File: src/rtl/shift_reg_pkg.sv
// shift_reg_pkg: opcode and FSM state types shared by the universal shift register.
package shift_reg_pkg;
  typedef enum logic [2:0] {
    OP_LOAD = 3'd0,
    OP_SHL  = 3'd1,
    OP_SHR  = 3'd2,
    OP_SRA  = 3'd3,
    OP_ROL  = 3'd4,
    OP_ROR  = 3'd5
  } op_e;
  typedef enum logic {
    ST_IDLE  = 1'b0,
    ST_SHIFT = 1'b1
  } state_e;
endpackage

File: src/rtl/shift_reg_step.sv
// shift_reg_step: combinational single-bit shift/rotate; rotates exist only with SHIFT_REG_ROTATE_EN.
module shift_reg_step import shift_reg_pkg::*; #(
  parameter int WIDTH = 8
) (
  input  op_e              op_i,
  input  logic [WIDTH-1:0] q_i,
  input  logic             serial_i,
  output logic [WIDTH-1:0] q_o,
  output logic             out_o
);
  always_comb begin
    q_o = q_i;
    out_o = 1'b0;
    case (op_i)
      OP_SHL: begin q_o = {q_i[WIDTH-2:0], serial_i}; out_o = q_i[WIDTH-1]; end
      OP_SHR: begin q_o = {serial_i, q_i[WIDTH-1:1]}; out_o = q_i[0]; end
      OP_SRA: begin q_o = {q_i[WIDTH-1], q_i[WIDTH-1:1]}; out_o = q_i[0]; end
`ifdef SHIFT_REG_ROTATE_EN
      OP_ROL: begin q_o = {q_i[WIDTH-2:0], q_i[WIDTH-1]}; out_o = q_i[WIDTH-1]; end
      OP_ROR: begin q_o = {q_i[0], q_i[WIDTH-1:1]}; out_o = q_i[0]; end
`endif
      default: ;
    endcase
  end
endmodule

File: src/rtl/shift_reg_univ.sv
// shift_reg_univ: command-driven universal shift register (load, shifts, rotates);
// ROL/ROR are legal only when SHIFT_REG_ROTATE_EN is defined.
module shift_reg_univ import shift_reg_pkg::*; #(
  parameter int WIDTH = 8,
  parameter int CNT_W = $clog2(WIDTH) + 1
) (
  input  logic             clk,
  input  logic             reset,
  input  logic             cmd_valid,
  output logic             cmd_ready,
  input  logic [2:0]       cmd_op,
  input  logic [CNT_W-1:0] cmd_count,
  input  logic [WIDTH-1:0] d_in,
  input  logic             serial_in,
  input  logic             flush,
  output logic [WIDTH-1:0] q,
  output logic             serial_out,
  output logic             busy,
  output logic             done,
  output logic             cmd_err
);
`ifdef SHIFT_REG_ROTATE_EN
  localparam op_e LAST_OP = OP_ROR;
`else
  localparam op_e LAST_OP = OP_SRA;
`endif
  state_e state_q, state_d;
  op_e op_q, op_d;
  logic [CNT_W-1:0] cnt_q, cnt_d;
  logic [WIDTH-1:0] q_q, q_d, step_q;
  logic so_q, so_d, done_q, done_d, err_q, err_d, step_out, legal;
  shift_reg_step #(.WIDTH(WIDTH)) u_step (
    .op_i(op_q), .q_i(q_q), .serial_i(serial_in), .q_o(step_q), .out_o(step_out)
  );
  assign cmd_ready = state_q == ST_IDLE && !reset;
  assign legal = cmd_op != OP_LOAD && cmd_op <= LAST_OP;
  always_comb begin
    state_d = state_q;
    op_d = op_q;
    cnt_d = cnt_q;
    q_d = q_q;
    so_d = so_q;
    done_d = 1'b0;
    err_d = 1'b0;
    if (state_q == ST_IDLE) begin
      if (cmd_valid && cmd_ready) begin
        if (cmd_op == OP_LOAD) begin
          q_d = d_in;
          done_d = 1'b1;
        end else if (!legal) begin
          done_d = 1'b1;
          err_d = 1'b1;
        end else if (cmd_count == '0) begin
          done_d = 1'b1;
        end else begin
          op_d = op_e'(cmd_op);
          cnt_d = cmd_count;
          state_d = ST_SHIFT;
        end
      end
    end else if (flush) begin
      // abort leaves q and serial_out as they were after the last completed step
      state_d = ST_IDLE;
      cnt_d = '0;
    end else begin
      q_d = step_q;
      so_d = step_out;
      cnt_d = cnt_q - CNT_W'(1);
      state_d = cnt_q == CNT_W'(1) ? ST_IDLE : ST_SHIFT;
      done_d = cnt_q == CNT_W'(1);
    end
  end
  always_ff @(posedge clk or posedge reset) begin
    if (reset) begin
      state_q <= ST_IDLE;
      op_q <= OP_LOAD;
      cnt_q <= '0;
      q_q <= '0;
      so_q <= 1'b0;
      done_q <= 1'b0;
      err_q <= 1'b0;
    end else begin
      state_q <= state_d;
      op_q <= op_d;
      cnt_q <= cnt_d;
      q_q <= q_d;
      so_q <= so_d;
      done_q <= done_d;
      err_q <= err_d;
    end
  end
  assign q = q_q;
  assign serial_out = so_q;
  assign busy = state_q == ST_SHIFT;
  assign done = done_q;
  assign cmd_err = err_q;
endmodule

File: config.mk
export PLATFORM = sky130hd
export DESIGN_NAME = shift_reg_univ
export DESIGN_NICKNAME = d
export VERILOG_FILES = /design/src/rtl/shift_reg_pkg.sv /design/src/rtl/shift_reg_step.sv /design/src/rtl/shift_reg_univ.sv
export SDC_FILE = /design/constraint.sdc
export NUM_CORES = 1
export LEC_CHECK = 0
export ABC_AREA = 1
export BUFFER_PORTS_ARGS = -buffer_cell sky130_fd_sc_hd__buf_2
export CORE_ASPECT_RATIO = 1.75
export CORE_UTILIZATION = 49
export CTS_BUF_LIST = sky130_fd_sc_hd__clkbuf_8
export CTS_CLUSTER_SIZE = 16
export DETAILED_ROUTE_END_ITERATION = 10
export PLACE_DENSITY = 0.76
export SYNTH_ARGS = -nofsm -noshare
export SYNTH_HDL_FRONTEND = slang
export SYNTH_HIERARCHICAL = 1
export SYNTH_SLANG_ARGS = --single-unit
File: constraint.sdc
create_clock -name clk -period 1.5 [get_ports clk]
set_clock_uncertainty 0.2 [all_clocks]
set_input_delay 0.3 -clock clk [delete_from_list [all_inputs] [get_ports clk]]
set_output_delay 0.3 -clock clk [all_outputs]
set_load 0.03 [all_outputs]
Yosys cells after proc, flatten, opt, wreduce, memory -nomap -nowiden
Cells that the tools add are included.
{"block": "word_totals", "latchBits": 0, "wordCells": 69, "mem_bits_rw": 0, "rom_bits": 0, "input_bits": 20, "output_inout_bits": 13, "memories": 0, "register_bits": 19}
{"block": "classes", "bitwise_logic": 4, "div_mod_pow": 0, "n_shift": 0, "order_cmp": 1, "n_reduce_logical": 16, "n_mux": 29, "n_mul": 0, "add_sub_neg": 1, "eq_ne": 10}
{"op": "$mux W8", "count": 4}
{"op": "$mux W4", "count": 6}
{"op": "$pmux W8 S3", "count": 1}
{"op": "$mux W1", "count": 17}
{"op": "$reduce_and A5 Y1", "count": 2}
{"op": "$ne A2 B2 Y1 const B", "count": 4}
{"op": "$reduce_and A4 Y1", "count": 2}
{"op": "$eq A3 B2 Y1 const B", "count": 2}
{"op": "$reduce_bool A2 Y1", "count": 3}
{"op": "$eq A4 B1 Y1 const B", "count": 1}
{"op": "$logic_not A4 Y1", "count": 1}
{"op": "$ne A4 B1 Y1 const B", "count": 1}
{"op": "$not A1 Y1", "count": 4}
{"op": "$sub A4 B1 Y4 const B", "count": 1}
{"op": "$eq A3 B1 Y1 const B", "count": 1}
{"op": "$le A3 B2 Y1 const B", "count": 1}
{"op": "$logic_and A1 B1 Y1", "count": 3}
{"op": "$logic_not A3 Y1", "count": 1}
{"op": "$ne A3 B1 Y1 const B", "count": 1}
{"op": "$reduce_bool A3 Y1", "count": 1}
{"op": "$pmux W1 S2", "count": 1}
{"op": "$reduce_and A2 Y1", "count": 1}
{"op": "$reduce_or A2 Y1", "count": 1}
{"op": "$logic_not A1 Y1", "count": 1}

Logic depth before layout (Yosys ltp)
{"block": "logic_depth", "ltp_word": 6, "depth_mapped": 8, "mapped_depth_nobuf": 8}

Modules after synthesis
Netlist, hierarchy kept.
{"module": "shift_reg_univ", "instances": 1, "seq_area_each_um2": 475.5, "cells_each": 139, "area_each_um2": 1061.0}
{"module": "shift_reg_step", "instances": 1, "seq_area_each_um2": 0.0, "cells_each": 46, "area_each_um2": 236.5}

Worst setup path before layout
OpenSTA, ideal clock, no wires.
{"block": "synth_timing", "path_kind": "register to register", "startpoint": "register state_q, in the netlist busy", "endpoint": "register q_q[7], in the netlist q[7]", "setup_time_ns": 0.126, "t_arrival_ns": 1.373, "period_less_slack_ns": 1.700, "setup_slack_ns": -0.200, "path_buffers": 2, "required_time_ns": 1.174, "stages_incl_launch_ff": 7, "cell_sequence": "dfrtp_1 -> buf_6 -> nor2_8 -> nand2_4 -> o21ai_4 -> buf_6 -> o21ai_0"}
{"block": "synth_via", "elab_chain_cells": 5, "word_cells_on_any_way": 10, "classes_between": "eq/ne: 3; mux: 1; bitwise: 1; reduce/logical: 5"}
{"item": "start, declared", "line": "shift_reg_univ.sv:27", "source": "state_e state_q, state_d;"}
{"item": "start signal, assigned", "line": "shift_reg_univ.sv:83", "source": "state_q <= state_d;"}
{"item": "$not A1 Y1 (no source line)"}
{"item": "$logic_and A1 B1 Y1", "line": "shift_reg_univ.sv:35", "source": "assign cmd_ready = state_q == ST_IDLE && !reset;"}
{"item": "named net cmd_ready", "line": "shift_reg_univ.sv:10", "source": "output logic cmd_ready,"}
{"item": "$logic_and A1 B1 Y1", "line": "shift_reg_univ.sv:46", "source": "if (cmd_valid && cmd_ready) begin"}
{"item": "$reduce_bool A2 Y1 (no source line)"}
{"item": "$reduce_and A5 Y1 (no source line)"}
{"item": "end signal, assigned", "line": "shift_reg_univ.sv:86", "source": "q_q <= q_d;"}
{"item": "end, declared", "line": "shift_reg_univ.sv:30", "source": "logic [WIDTH-1:0] q_q, q_d, step_q;"}
The timed path passes the listed nets, and every way through them passes these cells.
A chain may end at the register's enable or synchronous reset.

Worst setup path in the final report
{"block": "layout_timing", "startpoint": "register state_q, in the netlist busy", "endpoint": "output port busy"}
{"item": "end, declared", "line": "shift_reg_univ.sv:18", "source": "output logic busy,"}
No word-level cell between the ends.

==> flow_metrics.py <==
metrics = {
    "status": {
        "status": "complete, no violations",
    },
    "logic_synthesis": {
        "yosysUniqueCellTypes": 21,
        "synth_nets": 207,
        "synth_area_per_cell_sq_um": 7.01,
        "syn_area_sq_mm": 0.00130,
        "ys_ff_latch": 19,
        "yosysTopAreaCellShare": 0.366,
        "yosys-top-cells-area": "dfrtp_1 37%, nand2_1 21%, nand3_1 13%",
        "yosysWarnings": 6,
        "yosysTopAreaCell": "dfrtp_1",
        "syn_inst": 185,
        "synth-seq-area-share": 0.366,
    },
    "worst_setup_path": {
        "critPathLaunchType": "register",
        "startpoint": "busy",
        "cpMostUsedCell": "buf_6",
        "required_ns": 1.00,
        "max_stage_delay_ns": 0.46,
        "crit_arrival_ns": 0.99,
        "worstSetupPathType": "register to primary output",
        "path_buf_inv": 2,
        "endpoint_kind": "primary output",
        "r2r-start": "busy",
        "cp_top_family": "flip-flops",
        "slowest_stage": "dfrtp_2",
        "cp_cell_sequence": "buf_6 -> buf_6",
        "crit_fanout": 3,
    },
    "power_and_ir_drop": {
        "swShare": 0.454,
        "powerDensity_mw_per_mm2": 1360,
        "p_clk_frac": 0.150,
        "seq_power_share": 0.374,
        "ir_drop_v": 0.000776,
        "p_int_mw": 1.25,
        "power_switching_mw": 1.04,
        "p_comb_frac": 0.477,
        "p_leak_nw": 0.925,
    },
    "route": {
        "wire_per_inst_microns": 13.4,
        "antenna_left": 0,
        "wl_microns": 3430,
        "drt_iter0_drc": 77,
        "viasPerCell": 5.39,
        "num_vias": 1381,
        "first_pass_iters": 5,
        "drc": 0,
    },
    "clock_tree": {
        "cts_sinks": 19,
        "clk_latency_ns": 0.25,
        "clock_path_buffers": 2,
        "cts_tree": "done",
        "root_buffer": "clkbuf_8",
        "cts_buffers": 3,
        "cts.clk_slew.worst_paths_ns": 0.07,
        "htree_levels": 1,
    },
    "floorplan": {
        "die-area_sq_mm": 0.00287,
        "core_area_sq_mm": 0.00249,
        "die_h_microns": 70.1,
        "io_pins": 33,
        "rows": 24,
        "start_util": 0.521,
        "dieWidth_microns": 40.9,
    },
    "timing": {
        "finalMaxSlewViolations": 0,
        "rsz0062_at_grt": "yes",
        "finalSetupViolations": 0,
        "post-route-period-util": 0.992,
        "timing.final.crit_period_ns": 1.49,
        "hold_viol_final": 0,
        "clock.fmax_ghz": 0.672,
        "tns_ns": 0,
        "relSlewSlack": 0.835,
        "worstMarginPinSlew_ns": 0.248,
        "whs_ns": 0.0807,
    },
    "run": {
        "drv_cap": 0,
    },
    "global_route": {
        "grt_pass1_wl_microns": 5080,
        "grt-ovfl-total": 0,
        "grt_pass1_vias": 1283,
        "track_usage": 0.250,
        "grt_max_degree": 20,
        "antenna_found_initial": 0,
    },
    "layout": {
        "drive_gt1_frac": 0.313,
        "diodes": 0,
        "nNetsFinal": 253,
        "areaGrowthSynthToFinish_pct": 30.2,
    },
    "hold_path": {
        "hp-class": "primary input to register",
        "hp-start": "cmd_op[0]",
    },
    "placement": {
        "portBuffers": 32,
        "place_congestion": 0.722,
        "dp_hpwl_microns": 2370,
    },
}
## power groups by stage
| stage | logic [mW] | clock network, mW | registers [mW] |
|---|---|---|---|
| CTS | 1.04 | 0.355 | 0.848 |
| global route | 1.20 | 0.373 | 0.875 |
| detailed placement | 1.01 | 0 | 0.858 |
| finish | 1.09 | 0.344 | 0.858 |
| floorplan | 0.543 | 0 | 1.01 |
| global placement | 0.994 | 0 | 0.848 |
## cell families (layout without fill, tap and decap cells)
kind of cell	Yosys count	after routing	synth area share
buf+inv	26	70	0.0897
flops	19	19	0.366
fa+ha+maj	2	2	0.0193
simple gates	125	126	0.459
compound gates	13	13	0.0656
## tightest hold or removal path, stage by stage
cell	delay, ns
buf_2	0.09
nand3_1	0.06
nand2_1	0.05
## metal layers
| layer | global-route usage | wire [microns] | up-vias |
|---|---|---|---|
| met2 | 0.465 | 1980 | 43 |
| met3 | 0.0190 | 114 | 4 |
| met4 | 0.0963 | 51 | 0 |
| met1 | 0.252 | 1280 | 656 |
| met5 | 0 | 0 | - |
| li1 | - | - | 678 |
## sequential cells by signal (all words and copies together) (netlist names)
| register | flops |
|---|---|
| busy | 1 |
| cmd_err | 1 |
| cnt_q | 4 |
| done | 1 |
| op_q | 3 |
| q | 8 |
| serial_out | 1 |
## worst paths after layout
| check | end | slack, ns | cells past startpoint |
|---|---|---|---|
| max in group asynchronous | op_q[2] | 0.42 | 4 |
| setup reg to reg | q[3] | 0.03 | 7 |
| hold reg to reg | serial_out | 0.31 | 2 |
| min in group asynchronous | busy | 0.46 | 4 |
| setup / recovery | busy | 0.01 | 2 |
| hold / removal | op_q[0] | 0.08 | 3 |
## cells in the mapped netlist
master / n
nand2_1: 72
nand3_1: 33
dfrtp_1: 19
inv_1: 18
nor2_1: 8
o21ai_0: 8
inv_2: 4
nand2_2: 3
nand2_4: 3
nor2_4: 3
buf_6: 2
ha_1: 2
o21ai_2: 2
buf_2: 1
inv_4: 1
nand3_4: 1
nand4_1: 1
nor2_8: 1
o21ai_1: 1
o21ai_4: 1
o22ai_1: 1
## through the flow
stage	cells	utilization	cell area (sq um)	total power, mW	worst slack [ns]
final	256	0.678	1690	2.30	0.0127
after floorplan	185	-	1300	1.56	-0.0948
after global routing	256	0.678	1690	2.45	-0.0112
after detailed placement	245	0.612	1530	1.87	0.0837
after CTS	252	0.646	1610	2.24	0.0120
after global placement	245	0.612	1530	1.84	0.122
## area by class of cell
type	instances	area, sq um
tap	26	32.5
sequential	19	479
fill	223	803
clock buffer	3	41.3
clock inverter	1	3.75
multi-input combinational	141	723
inverter	23	93.8
timing repair buffer	43	315
## placed cells by master (no fill, tap or decap), drive strengths merged
master	n
nand4	1
buf	41
dlygate4sd3	1
nor2	13
o21ai	12
nand3	34
nand2	78
o22ai	1
clkbuf	4
ha	2
inv	24
dfrtp	19
## repair_timing
action,4_1_cts,5_1_grt
setup endpoints to repair,2,11
buffers inserted,2,2
gates cloned,0,2
endpoints found under the hold margin,19,0
gates resized for setup,4,13
hold buffers,1,0
pin swaps,0,2
No activity file was read; power rests on OpenSTA's default activity.
